===== src/rtl/rx_ram.sv =====
// rx_ram: byte-capture RAM behind the UART receiver, with a registered read port for replay.
// Optional feature macro RX_RAM_WRAP_EN: keep capturing past full by overwriting the oldest cell.
module rx_ram #(
    parameter int                    ADDR_WIDTH = 5,
    parameter int                    DATA_WIDTH = 8,
    parameter logic [DATA_WIDTH-1:0] TERM       = DATA_WIDTH'(8'h0A)
) (
    input  logic                  clk,
    input  logic                  rst_n,
    input  logic                  wr_en,
    input  logic [DATA_WIDTH-1:0] wr_data,
    input  logic                  clr,
    input  logic [ADDR_WIDTH-1:0] rd_addr,
    output logic [DATA_WIDTH-1:0] rd_data,
    output logic [ADDR_WIDTH:0]   len,
    output logic                  done,
    output logic                  overflow,
    output logic [1:0]            state_dbg
);

    localparam int                  DEPTH    = 1 << ADDR_WIDTH;
    localparam logic [ADDR_WIDTH:0] LEN_FULL = (ADDR_WIDTH+1)'(DEPTH);
    localparam logic [ADDR_WIDTH:0] LEN_LAST = (ADDR_WIDTH+1)'(DEPTH - 1);

    typedef enum logic [1:0] {
        IDLE = 2'd0,
        FILL = 2'd1,
        DONE = 2'd2
    } state_t;

    state_t                  state_q, state_d;
    logic [ADDR_WIDTH-1:0]   wr_ptr_q, wr_ptr_d;
    logic [ADDR_WIDTH:0]     len_q, len_d;
    logic                    done_q, done_d;
    logic                    ovf_q, ovf_d;
    logic [DATA_WIDTH-1:0]   rd_data_q, rd_data_d;
    logic                    mem_we;

    logic [DATA_WIDTH-1:0]   mem [DEPTH];

    // Handshake: wr_en is a one-cycle strobe with no ready; a byte offered
    // while the frame is DONE (or alongside clr) is simply lost.
    always_comb begin
        state_d  = state_q;
        wr_ptr_d = wr_ptr_q;
        len_d    = len_q;
        ovf_d    = ovf_q;
        mem_we   = 1'b0;
        if (clr) begin
            state_d  = IDLE;
            wr_ptr_d = '0;
            len_d    = '0;
            ovf_d    = 1'b0;
        end else if (wr_en) begin
            if (state_q == DONE) begin
                ovf_d = 1'b1;
            end else begin
                mem_we   = 1'b1;
                wr_ptr_d = wr_ptr_q + ADDR_WIDTH'(1);
                state_d  = FILL;
                if (len_q != LEN_FULL) begin
                    len_d = len_q + (ADDR_WIDTH+1)'(1);
                end
`ifdef RX_RAM_WRAP_EN
                // Once full, every accepted byte overwrites the oldest cell.
                if (len_q == LEN_FULL) begin
                    ovf_d = 1'b1;
                end
`else
                if (len_q == LEN_LAST) begin
                    state_d = DONE;
                end
`endif
                if (wr_data == TERM) begin
                    state_d = DONE;
                end
            end
        end
        done_d    = (state_d == DONE);
        rd_data_d = mem[rd_addr];
    end

    always_ff @(posedge clk or negedge rst_n) begin
        if (!rst_n) begin
            state_q   <= IDLE;
            wr_ptr_q  <= '0;
            len_q     <= '0;
            done_q    <= 1'b0;
            ovf_q     <= 1'b0;
            rd_data_q <= '0;
        end else begin
            state_q   <= state_d;
            wr_ptr_q  <= wr_ptr_d;
            len_q     <= len_d;
            done_q    <= done_d;
            ovf_q     <= ovf_d;
            rd_data_q <= rd_data_d;
        end
    end

    // Storage has no reset so it maps onto plain RAM; reads see the pre-write value.
    always_ff @(posedge clk) begin
        if (mem_we) begin
            mem[wr_ptr_q] <= wr_data;
        end
    end

    assign rd_data   = rd_data_q;
    assign len       = len_q;
    assign done      = done_q;
    assign overflow  = ovf_q;
    assign state_dbg = state_q;

endmodule

===== config.mk =====
export PLATFORM = sky130hd
export DESIGN_NAME = rx_ram
export DESIGN_NICKNAME = d
export VERILOG_FILES = /design/src/rtl/rx_ram.sv
export SDC_FILE = /design/constraint.sdc
export NUM_CORES = 1
export LEC_CHECK = 0
export CAP_MARGIN = 20
export CORE_MARGIN = 3
export CORE_UTILIZATION = 40
export DETAILED_ROUTE_END_ITERATION = 8
export PLACE_DENSITY = 0.68
export REMOVE_ABC_BUFFERS = 1
export SYNTH_ARGS = -nofsm -noshare
export SYNTH_HDL_FRONTEND = slang
export SYNTH_SLANG_ARGS = --single-unit

===== constraint.sdc =====
create_clock -name clk -period 2.9 [get_ports clk]
set_input_delay 0.435 -clock clk [delete_from_list [all_inputs] [get_ports clk]]
set_output_delay 0.435 -clock clk [all_outputs]
set_load 0.01 [all_outputs]

==> metrics.txt <==
Final Cycle Share=76.10%; wire length per cell=23.91 um; I/O Pins=35; grt total ovfl=0; worst skew pair latency=530 ps; CP max stage delay=740 ps; post-route setup slack=693.2 ps; P_leak=4.224 nW; Die Span X=171.5 um; Via Count=5279; Hold Path Class=primary input to async pin; Finished Layout Cells=963; Crit path max-delay family=simple AND/OR/NAND/NOR gates; sequential area share after synthesis=75.46%; GPL Wtd Cong=0.8002; post-CTS sizing=0; synthesized flop and latch total=279; Design Area, Final=12980 um2; Initial Util=41.32%; CTS sink cnt=279; layout cells sized above 1=30.25%; Final ANT Viol Nets=0; status=finished clean; Mapped Cells=514; max-cap viol count=0; cell area after synthesis=10950 um2; CTS tree=done; first-pass GRT wire length=35270 um; Slew @ Worst Pin=498.7 ps; power per cell area=662.1 nW/um2; WP buf/inv=1; largest net degree at the start of global routing=33; port buffer count=34; Worst Path Required=3140 ps; fin. max-slew vios=0; Fillers=2061; total CTS buffers=28; post-DR vias/cell=5.482; crit path max fanout=8; crit path kind=register to register; die area=29400 um2; normalized max-slew margin=66.30%; Site Rows=59; Slowest-stage cell, CP=or4b_2; Area growth syn-to-layout=18.53%; Worst Setup Start Kind=register; clk slew on worst S/H paths=60 ps; H-tree lvl count=1; Final Setup Violations=0; fin util=48.98%; Root Buffer=clkbuf_16; pre-CTS WS=277.7 ps; RSZ-0062 raised after global routing=false; vias in the first global route=5451; iteration count of the initial detailed-routing pass=5; Hold-fix buffers, CTS=0; Unique masters post-synth=35; Die Y=171.5 um; crit end category=register; Final #Nets=629; Synth Warn #=0; Tmin final=2207 ps; DP Cell Count=911; All-Layer GR Usage=16.09%; clk buf depth=3; # diodes=0; peak supply drop=0.4088 mV; Iter 0 DRT Violations=535; HPWL Detailed=15180 um; Post-route DRC=0; Post-CTS Setup Inserts=0; fmax=453.1 MHz; Post-Syn Area per Cell=21.30 um2; Post-Route WL=23030 um; final hold viol count=0; antenna violations before repair=0; Clock Skew=15.02 ps; Placed Area=12020 um2; CP Data Arrival Time=2440 ps; Core Area=26500 um2; CP cell instances=nand2b_1, nand2_1, or4b_2, nor3_1, buf_4; setup TNS=0 ps
[routing by layer]
| layer | wire, um | vias to the layer above | global-route usage (%) |
|---|---|---|---|
| li1 | - | 2304 | - |
| met1 | 10650 | 2788 | 24.62 |
| met2 | 10870 | 154 | 24.81 |
| met3 | 1121 | 33 | 2.827 |
| met4 | 386 | 0 | 3.009 |
| met5 | 0 | - | 0 |
[power by group]
group          switching [mW]  total [mW]  internal (mW)
clock network            1.47        3.67           2.19
logic                   0.257       0.482          0.225
registers              0.0204        4.45           4.43
total                    1.75        8.59           6.84
[stage by stage]
step	power [mW]	hold WS [ps]
2_1_floorplan	4.723	139.4
3_3_place_gp	5.001	497.5
3_5_place_dp	5.018	518.3
4_1_cts	8.670	260.4
5_1_grt	8.885	285.0
6_report	8.594	279.6
[cell families after synthesis]
family / share of synthesized area [%]
adder cells (fa/ha/maj): 0.6855
AND/OR/NAND/NOR: 3.805
flip-flops: 75.46
multiplexers: 17.47
buffers and inverters: 1.348
AO/OA/AOI/OAI: 0.9140
XOR/XNOR: 0.3200
[sequential cells by signal, summed over array words and instances, names as in the netlist]
signal and count:
done 1, len 6, mem 256, overflow 1
rd_data 8, state_dbg 2, wr_ptr_q 5
[worst paths after layout]
path,from,to,slack (ps),cells after the start
worst max-delay path,state_dbg[0],mem[0][6],690,5
worst min-delay path,rst_n,wr_ptr_q[3],280,2
worst max register to register,state_dbg[0],mem[0][6],690,5
worst min register to register,overflow,overflow,520,2
max in group asynchronous,rst_n,rd_data[0],2360,2
min in group clk,overflow,overflow,520,2
[cells in the final DEF (no fill, tap or decap), drive strengths merged]
cell,n
nor2,40
or4,3
nor4b,1
nor3,4
ha,6
nand4,1
clkinv,12
mux4,80
o21ai,3
o31ai,2
bufinv,4
nor3b,1
mux2,9
mux2i,1
xor2,2
nand3,5
dfrtp,23
clkdlybuf4s50,32
o21ba,1
xnor2,2
nand2b,3
inv,8
clkinvlp,3
nand4b,1
and2,2
a21oi,6
or4b,1
nor4,2
a211oi,3
nand2,16
buf,54
clkbuf,32
a22oi,1
nor2b,7
edfxtp,256
nor4bb,1
[cell type report]
| cell class | count | area (um2) | area share, % |
|---|---|---|---|
| tap | 335 | 419.2 | 3.229 |
| inverter | 7 | 26.28 | 0.2024 |
| timing repair buffer | 86 | 773.2 | 5.957 |
| sequential | 279 | 8263 | 63.66 |
| clock buffer | 32 | 737.0 | 5.678 |
| clock inverter | 20 | 221.5 | 1.706 |
| multi-input combinational | 204 | 2540 | 19.57 |
[worst register-to-register path: stages (launching register included)]
cell and delay [ps]:
dfrtp_1 380, nand2b_1 220, nand2_1 170, or4b_2 740, nor3_1 190, buf_4 220
[Yosys cell counts]
library cell | n | area share (%)
dfrtp_1 | 23 | 5.3
and2_1 | 2 | 0.11
or4b_2 | 1 | 0.091
nand3_1 | 5 | 0.23
nand4b_1 | 1 | 0.080
nor4_1 | 2 | 0.11
mux4_2 | 80 | 16
o21ba_2 | 1 | 0.091
nor4bb_1 | 1 | 0.091
o31ai_1 | 2 | 0.14
edfxtp_1 | 256 | 70
nor2_1 | 40 | 1.4
nor2b_1 | 7 | 0.40
buf_1 | 5 | 0.17
nand2_1 | 16 | 0.55
xor2_1 | 2 | 0.16
a22oi_1 | 1 | 0.069
ha_1 | 6 | 0.69
o21ai_0 | 3 | 0.14
buf_4 | 6 | 0.41
a211oi_1 | 3 | 0.21
a21oi_1 | 6 | 0.27
inv_1 | 7 | 0.24
nand2b_1 | 3 | 0.17
buf_6 | 1 | 0.10
xnor2_1 | 2 | 0.16
nor4b_1 | 1 | 0.080
nand4_1 | 1 | 0.057
mux2i_1 | 1 | 0.091
clkbuf_1 | 11 | 0.38
or4_1 | 3 | 0.21
nor3_1 | 4 | 0.18
mux2_2 | 9 | 0.93
nor3b_1 | 1 | 0.069
buf_2 | 1 | 0.046
Note: power is estimated with default switching activity, not from simulation.
